[src/rtl/ic148_irq_encoder.sv]
// ic148_irq_encoder: registered 8-to-3 priority encoder with 74148-style pins.
// Synchronizes active-low request lines, latches their falling edges as
// pending requests and presents the highest pending index under valid/ack.
//
// Ports:
//   clk    - clock, rising edge
//   rst_n  - asynchronous active-low reset
//   EI_n   - enable input, active-low, asynchronous (synchronized here)
//   I_n    - request lines, active-low, I_n[7] highest priority, asynchronous
//   ack    - consumer accepts the presented code
//   valid  - code is presented
//   code   - binary index of granted request
//   A_n    - inverted code while valid, else all ones
//   GS_n   - group select, active-low (~valid)
//   EO_n   - enable output, low only when enabled, idle and nothing pending
module ic148_irq_encoder (
   input  logic       clk,
   input  logic       rst_n,
   input  logic       EI_n,
   input  logic [7:0] I_n,
   input  logic       ack,
   output logic       valid,
   output logic [2:0] code,
   output logic [2:0] A_n,
   output logic       GS_n,
   output logic       EO_n
);

   localparam int unsigned N_LINES = 8;
   localparam int unsigned CODE_W  = 3;

   typedef enum logic {IDLE, PRESENT} state_t;

   state_t              state;
   logic [N_LINES-1:0]  s1_i, s2_i, s3_i;
   logic                s1_ei, s2_ei;
   logic [N_LINES-1:0]  pending;
   logic [N_LINES-1:0]  set_mask;
   logic [N_LINES-1:0]  clr_mask;
   logic [CODE_W-1:0]   high_idx;

   // Two-stage synchronizers; s3 keeps the previous synchronized request level
   always_ff @(posedge clk or negedge rst_n) begin
      if (!rst_n) begin
         s1_i  <= '1;
         s2_i  <= '1;
         s3_i  <= '1;
         s1_ei <= 1'b1;
         s2_ei <= 1'b1;
      end else begin
         s1_i  <= I_n;
         s2_i  <= s1_i;
         s3_i  <= s2_i;
         s1_ei <= EI_n;
         s2_ei <= s1_ei;
      end
   end

   // Falling edge of a synchronized line raises exactly one request
   assign set_mask = s3_i & ~s2_i;

   // Clear the granted bit on the accepting edge
   always_comb begin
      clr_mask = '0;
      if (state == PRESENT && ack)
         clr_mask[code] = 1'b1;
   end

   // Highest set index wins; ascending scan lets later (higher) bits override
   always_comb begin
      high_idx = '0;
      for (int unsigned k = 0; k < N_LINES; k++)
         if (pending[k])
            high_idx = CODE_W'(k);
   end

   // Pending requests; a set on the same edge as a clear takes precedence
   always_ff @(posedge clk or negedge rst_n) begin
      if (!rst_n)
         pending <= '0;
      else
         pending <= (pending & ~clr_mask) | set_mask;
   end

   // Grant/handshake FSM with registered 74148 outputs
   always_ff @(posedge clk or negedge rst_n) begin
      if (!rst_n) begin
         state <= IDLE;
         valid <= 1'b0;
         code  <= '0;
         A_n   <= '1;
         GS_n  <= 1'b1;
         EO_n  <= 1'b1;
      end else begin
         EO_n <= ~(~s2_ei && (pending == '0) && ~valid);
         case (state)
            IDLE: begin
               if (~s2_ei && (pending != '0)) begin
                  state <= PRESENT;
                  valid <= 1'b1;
                  code  <= high_idx;
                  A_n   <= ~high_idx;
                  GS_n  <= 1'b0;
               end
            end
            PRESENT: begin
               if (ack) begin
                  state <= IDLE;
                  valid <= 1'b0;
                  A_n   <= '1;
                  GS_n  <= 1'b1;
               end
            end
            default: state <= IDLE;
         endcase
      end
   end

endmodule

[config.mk]
export PLATFORM = sky130hd
export DESIGN_NAME = ic148_irq_encoder
export DESIGN_NICKNAME = d
export VERILOG_FILES = /design/src/rtl/ic148_irq_encoder.sv
export SDC_FILE = /design/constraint.sdc
export NUM_CORES = 1
export LEC_CHECK = 0
export BUFFER_PORTS_ARGS = -buffer_cell sky130_fd_sc_hd__buf_2
export CAP_MARGIN = 25
export CORE_AREA = 4 4 83 85
export CTS_BUF_LIST = sky130_fd_sc_hd__clkbuf_4 sky130_fd_sc_hd__clkbuf_8
export DETAILED_ROUTE_END_ITERATION = 6
export DIE_AREA = 0 0 87 89
export PLACE_DENSITY_LB_ADDON = 0.2
export SLEW_MARGIN = 20
export SYNTH_ARGS = -nofsm -noshare
export SYNTH_HDL_FRONTEND = slang
export SYNTH_SLANG_ARGS = --single-unit
[constraint.sdc]
create_clock -name clk -period 1.74 [get_ports clk]
set_input_delay 0 -clock clk [delete_from_list [all_inputs] [get_ports clk]]
set_output_delay 0 -clock clk [all_outputs]
set_load 0.005 [all_outputs]
* After elaboration in Yosys (flattened, before gate mapping) *
Cells that the tools add are included.

cells by class
  order comparisons = 2
  equal/unequal tests = 2
  muxes and demuxes = 22
  bitwise logic cells = 10
  reduce and logical (&&, ||, !) cells = 9

operators with widths
  kind                count
  $mux 3              8
  $and 8x8->8         2
  $not 8->8           2
  $logic_not 8->1     1
  $mux 1              8
  $mux 8              1
  $or 8x8->8          1
  $reduce_bool 8->1   1
  $pmux 1 s2          3
  $pmux 3 s2          1
  $logic_and 1x1->1   5
  $lt 3x4->1 const B  1
  $ne 2x2->1 const B  2
  $not 1->1           4
  $reduce_and 2->1    2
  $demux 1 s3         1
  $ge 3x1->1 const B  1
  $not 3->3           1

storage, ports and cells
  register bits = 44
  input port bits = 12
  word-level logic and storage cells = 57

* Longest topological paths before layout *
Gate-level depths: netlist of run 1.

  depth in word-level cells = 10
  mapped depth = 5

* Worst setup path after synthesis of run 1 *
OpenSTA, ideal clock, no wires.

  path type = reg-to-reg
  from = register state
  to = register code[0]
  library setup time = 0.119 ns
  data arrival time = 1.181 ns
  data required time = 1.621 ns
  slack = 0.440 ns
  cell stages (with the launch flop) = 6
  period minus slack after synthesis = 1.300 ns
  cell sequence = dfrtp_1 -> buf_6 -> or2_4 -> a21oi_4 -> o311ai_1 -> o21a_1

between the ends
  longest elaborated chain between the ends = 2

RTL lines
  item                               RTL line  text
  from (decl)                        34        state_t state;
  from (signal assigned)             88        state <= IDLE;
  from (signal assigned)             99        state <= PRESENT;
  from (signal assigned)             108       state <= IDLE;
  $not 1->1 (no source line)         n/a
  $reduce_and 2->1 (no source line)  n/a
  to (signal assigned)               101       code <= high_idx;
  to (decl)                          23        output logic [2:0] code,

Every way passes these cells.
A chain may end at the register's enable or synchronous reset.

* Final worst setup path of run 1 *
Ends and elaborated chain as after synthesis.

==> Implementation_results.wiki, run 1 <==
{| class="wikitable"
! Metric !! Value
|-
| Crit path setup slack, layout || 0.291 ns
|-
| Vias per inst || 3.93
|-
| Detailed router's first-iteration violation count || 34
|-
| Portion of netlist area occupied by mux cells || 0
|-
| Worst setup SP type || register
|-
| Clock transition time at the flip-flop clock pins of the worst setup and hold paths || 0.08 ns
|-
| Row count || 29
|-
| Uppermost signal routing layer after detailed routing || met4
|-
| Crit path from || state$_DFF_PN0_
|-
| Total met3 wirelength after detailed routing || 163 um
|-
| Cell types with the largest area share after synthesis || sky130_fd_sc_hd__dfstp_2 54%, sky130_fd_sc_hd__dfrtp_1 21%, sky130_fd_sc_hd__o21ai_0 5.6%, sky130_fd_sc_hd__nor4_4 2.8%, sky130_fd_sc_hd__inv_1 2.7%
|-
| Critical path type || register to register
|-
| # H-tree levels || 2
|-
| Final sum of negative setup slack || 0 ns
|-
| Number of failing setup endpoints in the final timing report || 0
|-
| First-pass GRT wire length || 4.49 mm
|-
| Routed len/inst || 11.4 um
|-
| Max-slew violations || 0
|-
| TritonCTS clock tree || built
|-
| Yosys reg bits || 44
|-
| Outcome || completed
|-
| Final net count || 156
|-
| Port Buffer Count || 20
|-
| Gp weighted congestion || 0.735
|-
| Horizontal die dimension || 87 um
|-
| Startpoint of the worst register-to-register path || state$_DFF_PN0_
|-
| Grt total ovfl || 0
|-
| Antenna violations before repair || 0
|-
| Share of the synthesized netlist area taken by xor and xnor gates || 0
|-
| Number of detailed-routing iterations run before antenna repair || 4
|-
| Worst voltage drop across the vdd grid || 355 uV
|-
| Number of global-route vias before repair || 925
|-
| Mapped Avg Cell Area || 14.2 um^2
|-
| Worst slack at placement || 0.309 ns
|-
| Area added between synthesis and finish || 27.0%
|-
| Relative max-transition margin || 0.647
|-
| Top-level port count || 21
|-
| Final WL || 2.53 mm
|-
| CTS sink cnt || 44
|-
| Total nets after synthesis || 119
|-
| Post-synth cell types || 19
|-
| Final critical delay including setup and external delays || 1.45 ns
|-
| Max-cap violations || 0
|-
| Total placed cells including tap cells || 204
|-
| GRT Overall Usage || 0.0764
|-
| Share of cells above drive strength 1 || 0.462
|-
| Origin of the worst min-delay path || ack
|-
| Adder-cell share of the synthesized area || 0
|-
| Top cell type by total area after synthesis || sky130_fd_sc_hd__dfstp_2
|-
| Signal arrival time at the worst endpoint || 1.63 ns
|-
| Kind of end point of the critical path || register
|-
| Register-to-register path setup slack || 0.29 ns
|-
| Cell count after synthesis || 107
|-
| RSZ-0062 raised after global routing || false
|-
| Sequential element share of the synthesized area || 0.752
|-
| Vertical die dimension || 89 um
|-
| Fin cells || 222
|-
| Maximum buffer depth of the clock tree || 2
|-
| Area fraction in compound gates after synthesis || 0.138
|-
| Antenna viol nets, final || 0
|-
| DRC violation count after routing || 0
|-
| Number of warnings issued by yosys || 0
|-
| Antenna diode count || 0
|-
| Routed wire length on met2 || 1.15 mm
|-
| Maximum number of pins on one net before global-route repair || 45
|-
| Skew final || 0.00724 ns
|-
| Worst-Skew Late Latency || 0.29 ns
|-
| Simple-gate portion of the synthesized area || 0.0751
|-
| Largest fanout on the critical path || 9
|-
| Combinational family with the most area after synthesis || compound AO/OA/AOI/OAI gates
|-
| Resize count post-CTS || 0
|-
| Area of the mapped netlist || 1520 um^2
|-
| Wire length on met1 || 1.18 mm
|-
| Clock Root Buffer || sky130_fd_sc_hd__clkbuf_8
|-
| Required time worst endpoint || 1.92 ns
|-
| Routed vias || 873
|-
| Leakage dissipation || 0.809 nW
|-
| Post-DP HPWL || 1.72 mm
|-
| Placeable core region || 6200 um^2
|-
| Top achievable clock speed || 690 MHz
|-
| Die area || 7740 um^2
|-
| Hold violation count in the final report || 0
|-
| Min Hold Slack || 0.0391 ns
|-
| Final critical-path share of the clock period || 0.833
|-
| Worst slew pin tran || 0.529 ns
|-
| Pwr/cell area || 1160 nW/um^2
|-
| Hold crit path type || primary input to register
|-
| Share of Yosys cell area claimed by the top area cell type || 0.538
|-
| CTS buffer count || 5
|-
| Initial core utilization || 0.244
|}
==> report_power, final <==
part           total (mW)  internal (mW)  switching [mW]
combinational       0.217          0.108           0.110
sequential           1.25           1.16          0.0881
clock               0.774          0.432           0.342
total                2.24           1.70           0.540
==> layout by cell type, fill, tap and decap left out, types with 2 or more instances in the layout <==
cell	n
sky130_fd_sc_hd__a21o_2	2
sky130_fd_sc_hd__a21oi_1	5
sky130_fd_sc_hd__buf_2	20
sky130_fd_sc_hd__clkbuf_8	5
sky130_fd_sc_hd__clkinv_4	2
sky130_fd_sc_hd__dfrtp_1	13
sky130_fd_sc_hd__dfstp_2	31
sky130_fd_sc_hd__dlygate4sd3_1	10
sky130_fd_sc_hd__inv_1	11
sky130_fd_sc_hd__nand2_1	2
sky130_fd_sc_hd__nand2b_1	2
sky130_fd_sc_hd__nand3_1	2
sky130_fd_sc_hd__nor2_1	7
sky130_fd_sc_hd__nor4_4	2
sky130_fd_sc_hd__o21a_1	2
sky130_fd_sc_hd__o21ai_0	17
sky130_fd_sc_hd__o21ai_1	2
sky130_fd_sc_hd__o311ai_1	2
sky130_fd_sc_hd__o31ai_1	3
==> flip-flops by register name (all words and copies together) (netlist names) <==
| name | flops |
|---|---|
| A_n | 3 |
| EO_n | 1 |
| GS_n | 1 |
| code | 3 |
| pending | 8 |
| s1_ei | 1 |
| s1_i | 8 |
| s2_ei | 1 |
| s2_i | 8 |
| s3_i | 8 |
| state | 1 |
| valid | 1 |
==> metal layers <==
metal	GRT usage	vias up
met5	0	-
li1	-	430
met3	0.0313	5
met1	0.0979	416
met4	0.0354	0
met2	0.112	22
==> final cells by class <==
cell class	instances	area, um^2
fill	614	4280
sequential	44	1140
multi-input combinational	51	323
timing repair buffer	31	208
tap	77	96.3
clock buffer	5	68.8
clock inverter	3	47.5
inverter	11	41.3
==> cells in the mapped netlist <==
library cell	n
sky130_fd_sc_hd__dfstp_2	31
sky130_fd_sc_hd__o21ai_0	17
sky130_fd_sc_hd__dfrtp_1	13
sky130_fd_sc_hd__inv_1	11
sky130_fd_sc_hd__nor2_1	7
sky130_fd_sc_hd__a21oi_1	5
sky130_fd_sc_hd__o31ai_1	3
sky130_fd_sc_hd__a21o_2	2
sky130_fd_sc_hd__nand2_1	2
sky130_fd_sc_hd__nand2b_1	2
sky130_fd_sc_hd__nand3_1	2
sky130_fd_sc_hd__nor4_4	2
sky130_fd_sc_hd__o21a_1	2
sky130_fd_sc_hd__o21ai_1	2
sky130_fd_sc_hd__o311ai_1	2
sky130_fd_sc_hd__a21oi_4	1
sky130_fd_sc_hd__buf_6	1
sky130_fd_sc_hd__or2_2	1
sky130_fd_sc_hd__or2_4	1
==> critical path, cell delays in order (launching register included) <==
cell                       delay, ns
sky130_fd_sc_hd__dfrtp_1        0.47
sky130_fd_sc_hd__or2_4          0.31
sky130_fd_sc_hd__a21oi_4        0.24
sky130_fd_sc_hd__o311ai_1       0.18
sky130_fd_sc_hd__o21a_1         0.14
==> final timing paths <==
| kind | end | depth (start not counted) |
|---|---|---|
| worst max-delay path | code[0]$_DFFE_PN0P_ | 4 |
| worst min-delay path | GS_n$_DFFE_PN1P_ | 3 |
| worst max register to register | code[0]$_DFFE_PN0P_ | 4 |
| worst min register to register | s2_i[0]$_DFF_PN1_ | 0 |
| max in group asynchronous | GS_n$_DFFE_PN1P_ | 3 |
| min in group asynchronous | pending[3]$_DFF_PN0_ | 3 |
==> cell families after synthesis <==
logic type | count (synthesis)
compound gates | 34
flops | 44
simple gates | 17
buf+inv | 12
==> per-stage QoR <==
step	instance area [um^2]	total power, mW	util
2_1_floorplan	1520	1.35	-
3_3_place_gp	1710	1.47	0.275
3_5_place_dp	1710	1.47	0.275
4_1_cts	1920	2.28	0.310
5_1_grt	1920	2.38	0.310
6_report	1920	2.24	0.310
==> what timing repair did <==
action | CTS | global route
hold buffers | 10 | 0
setup buffers | 0 | 0
hold endpoints to repair | 22 | 0
No activity file was read; power rests on OpenSTA's default activity.
==> inputs of run 2 (changes only) <==
clock period = 1.5 ns   (was 1.74 ns; I/O delays follow)
==> Implementation_results.wiki, run 2 (synthesis results as in run 1) <==
{| class="wikitable"
! Metric !! Value
|-
| Largest stage delay on the critical path || 0.47 ns (about the same)
|-
| TritonCTS clock tree || built (unchanged)
|-
| Hold crit path type || primary input to register (unchanged)
|-
| CTS sink cnt || 44 (unchanged)
|-
| GRT Overall Usage || 0.0762 (was 0.0764)
|-
| Vertical die dimension || 89 um (unchanged)
|-
| Final critical-path share of the clock period || 0.927 (was 0.833)
|-
| RSZ-0062 raised after global routing || false (unchanged)
|-
| Worst slew pin tran || 0.437 ns (was 0.529 ns)
|-
| Gp weighted congestion || 0.722 (was 0.735)
|-
| Clock Root Buffer || sky130_fd_sc_hd__clkbuf_8 (unchanged)
|-
| Leakage dissipation || 0.824 nW (was 0.809 nW)
|-
| Top achievable clock speed || 719 MHz (was 690 MHz)
|-
| Cells along the critical path || or2_4 > a21oi_4 > o311ai_1 > o21a_1 (unchanged)
|-
| Required time worst endpoint || 1.68 ns (was 1.92 ns)
|-
| Max-cap violations || 0 (unchanged)
|-
| Maximum number of pins on one net before global-route repair || 27 (was 45)
|-
| CTS buffer count || 5 (unchanged)
|-
| Kind of end point of the critical path || register (unchanged)
|-
| DRC violation count after routing || 0 (unchanged)
|-
| Pwr/cell area || 1330 nW/um^2 (was 1160 nW/um^2)
|-
| Signal arrival time at the worst endpoint || 1.57 ns (was 1.63 ns)
|-
| Final WL || 2.46 mm (was 2.53 mm)
|-
| # H-tree levels || 2 (unchanged)
|-
| Maximum buffer depth of the clock tree || 2 (unchanged)
|-
| Worst setup SP type || register (unchanged)
|-
| Antenna viol nets, final || 0 (unchanged)
|-
| Max-slew violations || 0 (unchanged)
|-
| Commonest non-fill, non-tap cell in the layout || sky130_fd_sc_hd__dfstp_2 (unchanged)
|-
| Final sum of negative setup slack || 0 ns (unchanged)
|-
| Share of cells above drive strength 1 || 0.469 (was 0.462)
|-
| Horizontal die dimension || 87 um (unchanged)
|-
| Top-level port count || 21 (unchanged)
|-
| Fillers || 614 (unchanged)
|-
| Hold violation count in the final report || 0 (unchanged)
|-
| Most frequent cells in the layout || 31 x sky130_fd_sc_hd__dfstp_2, 20 x sky130_fd_sc_hd__buf_2, 17 x sky130_fd_sc_hd__o21ai_0, 13 x sky130_fd_sc_hd__dfrtp_1, 11 x sky130_fd_sc_hd__inv_1 (unchanged)
|-
| Fin cells || 224 (was 222)
|-
| Vias per inst || 4.00 (was 3.93)
|-
| Utilization of the core after routing || 0.315 (was 0.310)
|-
| Routed len/inst || 11.0 um (was 11.4 um)
|-
| Die area || 7740 um^2 (unchanged)
|-
| Wire length on met1 || 1.11 mm (was 1.18 mm)
|-
| Antenna diode count || 0 (unchanged)
|-
| Port Buffer Count || 20 (unchanged)
|-
| Critical path type || register to register (unchanged)
|-
| Worst slack at placement || 0.0856 ns (was 0.309 ns)
|-
| Number of global-route vias before repair || 925 (unchanged)
|-
| Detailed router's first-iteration violation count || 48 (was 34)
|-
| Crit path setup slack, layout || 0.110 ns (was 0.291 ns)
|-
| Antenna violations before repair || 0 (unchanged)
|-
| Outcome || completed (unchanged)
|-
| Number of failing setup endpoints in the final timing report || 0 (unchanged)
|-
| Placeable core region || 6200 um^2 (unchanged)
|-
| Grt total ovfl || 0 (unchanged)
|-
| Area added between synthesis and finish || 28.8% (was 27.0%)
|-
| Post-DP HPWL || 1.73 mm (was 1.72 mm)
|-
| Total placed cells including tap cells || 204 (unchanged)
|-
| First-pass GRT wire length || 4.50 mm (was 4.49 mm)
|-
| Skew final || 0.00757 ns (was 0.00724 ns)
|-
| Total met3 wirelength after detailed routing || 155 um (was 163 um)
|-
| Worst-Skew Late Latency || 0.29 ns (about the same)
|-
| Total power consumption of the routed design || 2.60 mW (was 2.24 mW)
|-
| Largest fanout on the critical path || 9 (unchanged)
|-
| Uppermost signal routing layer after detailed routing || met4 (unchanged)
|-
| Initial core utilization || 0.244 (unchanged)
|-
| Slowest stage cell on the critical path || sky130_fd_sc_hd__dfrtp_1 (unchanged)
|-
| Final critical delay including setup and external delays || 1.39 ns (was 1.45 ns)
|-
| Row count || 29 (unchanged)
|-
| Routed vias || 896 (was 873)
|-
| Routed wire length on met2 || 1.15 mm (about the same)
|-
| Worst voltage drop across the vdd grid || 474 uV (was 355 uV)
|-
| Family of cells with the greatest summed delay on the critical path || compound AO/OA/AOI/OAI gates (unchanged)
|-
| Clock transition time at the flip-flop clock pins of the worst setup and hold paths || 0.08 ns (about the same)
|-
| Count of buffering cells on the critical path with inverters included || 0 (unchanged)
|-
| Relative max-transition margin || 0.708 (was 0.647)
|-
| Final net count || 158 (was 156)
|-
| Number of detailed-routing iterations run before antenna repair || 4 (unchanged)
|}
==> run 2: cell count changes in the layout (fill, tap and decap cells not counted) <==
cell                     before  now
sky130_fd_sc_hd__buf_12       0    1
sky130_fd_sc_hd__buf_4        1    2
==> run 2: per-stage QoR <==
step / hold WS (ns) / area (um^2)
after global placement: -0.0341 / 1720
final: 0.0419 / 1950
after floorplan: -0.296 / 1520
after detailed placement: -0.0286 / 1720
after CTS: 0.0259 / 1940
after global routing: 0.0475 / 1950
==> run 2: power by group <==
group | internal, mW | leakage (nW) | switching [mW]
sequential | 1.34 | 0.452 | 0.103
clock | 0.501 | 0.0583 | 0.390
combinational | 0.135 | 0.313 | 0.126
total | 1.98 | 0.824 | 0.619
==> run 2: final timing paths <==
path	startpoint	end	slack (ns)	cells after the start
max in group asynchronous	rst_n	s2_ei$_DFF_PN1_	0.76	3
worst min register to register	s1_i[2]$_DFF_PN1_	s2_i[2]$_DFF_PN1_	0.36	0
worst max register to register	state$_DFF_PN0_	code[0]$_DFFE_PN0P_	0.11	4
worst min-delay path	ack	GS_n$_DFFE_PN1P_	0.04	3
min in group asynchronous	rst_n	pending[2]$_DFF_PN0_	0.18	2
worst max-delay path	state$_DFF_PN0_	code[0]$_DFFE_PN0P_	0.11	4
==> run 2: routing by layer <==
metal / global-route usage / vias to the layer above
li1: - / 435
met1: 0.104 / 438
met2: 0.108 / 18
met3: 0.0304 / 5
met4: 0.0297 / 0
met5: 0 / -
==> run 2: worst min-delay path, delay by kind of cell <==
family,cells,cell delay [ns]
compound gates,1,0.14
buf+inv,1,0.14
simple gates,1,0.05
==> run 2: timing repair <==
action,4_1_cts,5_1_grt
hold endpoints to repair,31,0
resized for setup,0,0
setup endpoints to repair,0,3
hold buffers,10,0
buffers inserted,0,2
==> run 2: area by class of cell <==
type | count | area (um^2) | share of cell area
clock buffers | 5 | 68.8 | 0.0353
clock inverters | 3 | 47.5 | 0.0244
inverters | 11 | 41.3 | 0.0212
multi-input cells | 51 | 323 | 0.165
flip-flops and latches | 44 | 1140 | 0.584
well taps | 77 | 96.3 | 0.0494
repair buffers | 33 | 235 | 0.121
==> inputs of run 3 (changes only) <==
ABC_AREA = 1   (was not set)
CORE_AREA = 4 4 68 70   (was 4 4 83 85)
DIE_AREA = 0 0 72 74   (was 0 0 87 89)
==> Implementation_results.wiki, run 3 <==
{| class="wikitable"
! Metric !! Value
|-
| Signal arrival time at the worst endpoint || 1.44 ns (was 1.57 ns)
|-
| Final WL || 2.28 mm (was 2.46 mm)
|-
| RSZ-0062 raised after global routing || false (unchanged)
|-
| Met2 track utilization from global routing || 0.168 (was 0.108)
|-
| Post-DP HPWL || 1.65 mm (was 1.73 mm)
|-
| Area fraction in compound gates after synthesis || 0.0849 (was 0.138)
|-
| Leakage dissipation || 0.887 nW (was 0.824 nW)
|-
| Cell count after synthesis || 127 (was 107)
|-
| Final sum of negative setup slack || 0 ns (unchanged)
|-
| Clock Root Buffer || sky130_fd_sc_hd__clkbuf_8 (unchanged)
|-
| Portion of netlist area occupied by mux cells || 0 (unchanged)
|-
| FFs w/ async S/R, synth || 1.00 (unchanged)
|-
| Antenna diode count || 0 (unchanged)
|-
| Met3 Use GR || 0.0351 (was 0.0304)
|-
| Relative max-transition margin || 0.706 (was 0.708)
|-
| Simple-gate portion of the synthesized area || 0.102 (was 0.0751)
|-
| Worst voltage drop across the vdd grid || 691 uV (was 474 uV)
|-
| Top post-synthesis cells by count || 31 x sky130_fd_sc_hd__dfstp_2, 21 x sky130_fd_sc_hd__inv_1, 21 x sky130_fd_sc_hd__nand2_1 (was 31 x sky130_fd_sc_hd__dfstp_2, 17 x sky130_fd_sc_hd__o21ai_0, 13 x sky130_fd_sc_hd__dfrtp_1)
|-
| CTS sink cnt || 44 (unchanged)
|-
| Area added between synthesis and finish || 26.9% (was 28.8%)
|-
| Top achievable clock speed || 797 MHz (was 719 MHz)
|-
| Maximum buffer depth of the clock tree || 2 (unchanged)
|-
| CTS buffer count || 5 (unchanged)
|-
| Mapped Avg Cell Area || 11.8 um^2 (was 14.2 um^2)
|-
| Number of detailed-routing iterations run before antenna repair || 4 (unchanged)
|-
| Largest fanout on the critical path || 6 (was 9)
|-
| Top-level port count || 21 (unchanged)
|-
| Utilization of the core after routing || 0.480 (was 0.315)
|-
| Detailed router's first-iteration violation count || 53 (was 48)
|-
| Port Buffer Count || 20 (unchanged)
|-
| Share of the synthesized netlist area taken by xor and xnor gates || 0 (unchanged)
|-
| Sequential element share of the synthesized area || 0.759 (was 0.752)
|-
| Die area || 5330 um^2 (was 7740 um^2)
|-
| Final net count || 178 (was 158)
|-
| Grt total ovfl || 0 (unchanged)
|-
| Number of failing setup endpoints in the final timing report || 0 (unchanged)
|-
| Most frequent cells in the layout || 31 x sky130_fd_sc_hd__dfstp_2, 21 x sky130_fd_sc_hd__inv_1, 21 x sky130_fd_sc_hd__nand2_1, 20 x sky130_fd_sc_hd__buf_2, 18 x sky130_fd_sc_hd__o21ai_0 (was 31 x sky130_fd_sc_hd__dfstp_2, 20 x sky130_fd_sc_hd__buf_2, 17 x sky130_fd_sc_hd__o21ai_0, 13 x sky130_fd_sc_hd__dfrtp_1, 11 x sky130_fd_sc_hd__inv_1)
|-
| Area of the mapped netlist || 1500 um^2 (was 1520 um^2)
|-
| Worst slew pin tran || 0.440 ns (was 0.437 ns)
|-
| Vertical die dimension || 74 um (was 89 um)
|-
| Antenna viol nets, final || 0 (unchanged)
|-
| Gp weighted congestion || 0.883 (was 0.722)
|-
| GRT Overall Usage || 0.106 (was 0.0762)
|-
| Peak-usage layer in the global routing report || met2 (unchanged)
|-
| Combinational family with the most area after synthesis || simple AND/OR/NAND/NOR gates (was compound AO/OA/AOI/OAI gates)
|-
| DRC violation count after routing || 0 (unchanged)
|-
| Routed vias || 929 (was 896)
|-
| Resize count post-CTS || 0 (unchanged)
|-
| First-pass GRT wire length || 4.22 mm (was 4.50 mm)
|-
| Horizontal die dimension || 72 um (was 87 um)
|-
| Met1 track demand over resource || 0.123 (was 0.104)
|-
| Vias per inst || 4.28 (was 4.00)
|-
| Worst setup SP type || register (unchanged)
|-
| Kind of end point of the critical path || register (unchanged)
|-
| Pwr/cell area || 1360 nW/um^2 (was 1330 nW/um^2)
|-
| Most used flip-flop cell after synthesis || sky130_fd_sc_hd__dfstp_2 (unchanged)
|-
| Max-slew violations || 0 (unchanged)
|-
| Number of warnings issued by yosys || 0 (unchanged)
|-
| Antenna violations before repair || 0 (unchanged)
|-
| Top cell type by total area after synthesis || sky130_fd_sc_hd__dfstp_2 (unchanged)
|-
| Clock transition time at the flip-flop clock pins of the worst setup and hold paths || 0.08 ns (about the same)
|-
| Critical path type || register to register (unchanged)
|-
| Most instantiated library cell after synthesis || sky130_fd_sc_hd__dfstp_2 (unchanged)
|-
| Total nets after synthesis || 139 (was 119)
|-
| Placeable core region || 3970 um^2 (was 6200 um^2)
|-
| Startpoint of the worst register-to-register path || pending[5]$_DFF_PN0_ (was state$_DFF_PN0_)
|-
| Yosys reg bits || 44 (unchanged)
|-
| Required time worst endpoint || 1.68 ns (about the same)
|-
| Worst-Skew Late Latency || 0.29 ns (about the same)
|-
| Share of cells above drive strength 1 || 0.389 (was 0.469)
|-
| Number of flops mapped to enable cells by yosys || 0 (unchanged)
|-
| Max-cap violations || 0 (unchanged)
|-
| Adder-cell share of the synthesized area || 0 (unchanged)
|-
| Number of global-route vias before repair || 1006 (was 925)
|-
| Final critical-path share of the clock period || 0.836 (was 0.927)
|-
| Commonest non-fill, non-tap cell in the layout || sky130_fd_sc_hd__dfstp_2 (unchanged)
|-
| Post-synth cell types || 14 (was 19)
|-
| TritonCTS clock tree || built (unchanged)
|-
| # H-tree levels || 2 (unchanged)
|-
| Row count || 23 (was 29)
|-
| Share of Yosys cell area claimed by the top area cell type || 0.542 (was 0.538)
|-
| Maximum number of pins on one net before global-route repair || 26 (was 27)
|-
| Final critical delay including setup and external delays || 1.25 ns (was 1.39 ns)
|-
| Hold crit path type || primary input to async pin (was primary input to register)
|-
| Cell types with the largest area share after synthesis || sky130_fd_sc_hd__dfstp_2 54%, sky130_fd_sc_hd__dfrtp_1 22%, sky130_fd_sc_hd__o21ai_0 6.0%, sky130_fd_sc_hd__inv_1 5.2%, sky130_fd_sc_hd__nand2_1 5.2% (was sky130_fd_sc_hd__dfstp_2 54%, sky130_fd_sc_hd__dfrtp_1 21%, sky130_fd_sc_hd__o21ai_0 5.6%, sky130_fd_sc_hd__nor4_4 2.8%, sky130_fd_sc_hd__inv_1 2.7%)
|-
| Skew final || 0.00436 ns (was 0.00757 ns)
|-
| Crit path from || pending[5]$_DFF_PN0_ (was state$_DFF_PN0_)
|-
| Hold violation count in the final report || 0 (unchanged)
|-
| Routed len/inst || 10.5 um (was 11.0 um)
|-
| Outcome || completed (unchanged)
|-
| Initial core utilization || 0.378 (was 0.244)
|}
[run 3: cell count changes after synthesis, moves of 3 or more]
cell,before,now
sky130_fd_sc_hd__nand2_1,2,21
sky130_fd_sc_hd__a21oi_1,5,1
sky130_fd_sc_hd__inv_1,11,21
sky130_fd_sc_hd__nor2_1,7,12
sky130_fd_sc_hd__o31ai_1,3,0
[run 3: power by group]
part	leakage, nW	internal, mW	switching, mW
sequential	0.457	1.35	0.0712
clock	0.0586	0.512	0.365
combinational	0.372	0.131	0.165
[run 3: final timing paths]
path,endpoint,slack [ns],cells after the start
max reg2reg,code[0]$_DFFE_PN0P_,0.25,6
min in group clk,s1_ei$_DFF_PN1_,0.35,2
min,pending[7]$_DFF_PN0_,0.19,2
max in group asynchronous,EO_n$_DFF_PN1_,0.77,3
min reg2reg,s2_ei$_DFF_PN1_,0.36,0
max,code[0]$_DFFE_PN0P_,0.25,6
[run 3: routing by layer]
layer / vias up / wire (um)
met3: 8 / 140
met1: 430 / 1020
met5: - / 0
met2: 21 / 1050
met4: 0 / 70
li1: 470 / -
[run 3: cell type report]
cell class                      count  area (um^2)
Clock inverter                      2         35.0
Inverter                           22         82.6
Sequential cell                    44         1140
Fill cell                         370         2060
Timing Repair Buffer               32          230
Clock buffer                        6         76.3
Tap cell                           50         62.6
Multi-Input combinational cell     61          280
[run 3: stage by stage]
| stage | power, mW | hold slack (ns) | instances | cell area, um^2 | setup slack, ns |
|---|---|---|---|---|---|
| finish | 2.59 | 0.187 | 217 | 1910 | 0.245 |
| global route | 2.76 | 0.249 | 217 | 1910 | 0.148 |
| CTS | 2.64 | 0.199 | 217 | 1910 | 0.251 |
| detailed placement | 1.72 | -0.0230 | 198 | 1690 | 0.256 |
| global placement | 1.72 | -0.0312 | 198 | 1690 | 0.301 |
| floorplan | 1.58 | -0.296 | 127 | 1500 | 0.366 |
[run 3: worst max-delay path, cell delays in order, from the launching register on]
cell and delay, ns:
sky130_fd_sc_hd__dfrtp_1 0.40, sky130_fd_sc_hd__nor2_1 0.18, sky130_fd_sc_hd__nand2_2 0.11, sky130_fd_sc_hd__o21ai_4 0.22, sky130_fd_sc_hd__inv_2 0.09, sky130_fd_sc_hd__nand2_2 0.08
sky130_fd_sc_hd__o21ai_1 0.06
[run 3: logic make-up (layout without fill, tap and decap cells)]
group / after synthesis / after routing
AOI/OAI and AO/OA: 23 / 23
buffers and inverters: 22 / 62
DFF: 44 / 44
and+or+nand+nor: 38 / 38
[run 3: what timing repair did]
| item | 4_1_cts | 5_1_grt |
|---|---|---|
| buffers inserted | 0 | 0 |
| hold buffers | 11 | 0 |
| endpoints found under the setup margin | 0 | 0 |
| hold endpoints to repair | 33 | 0 |
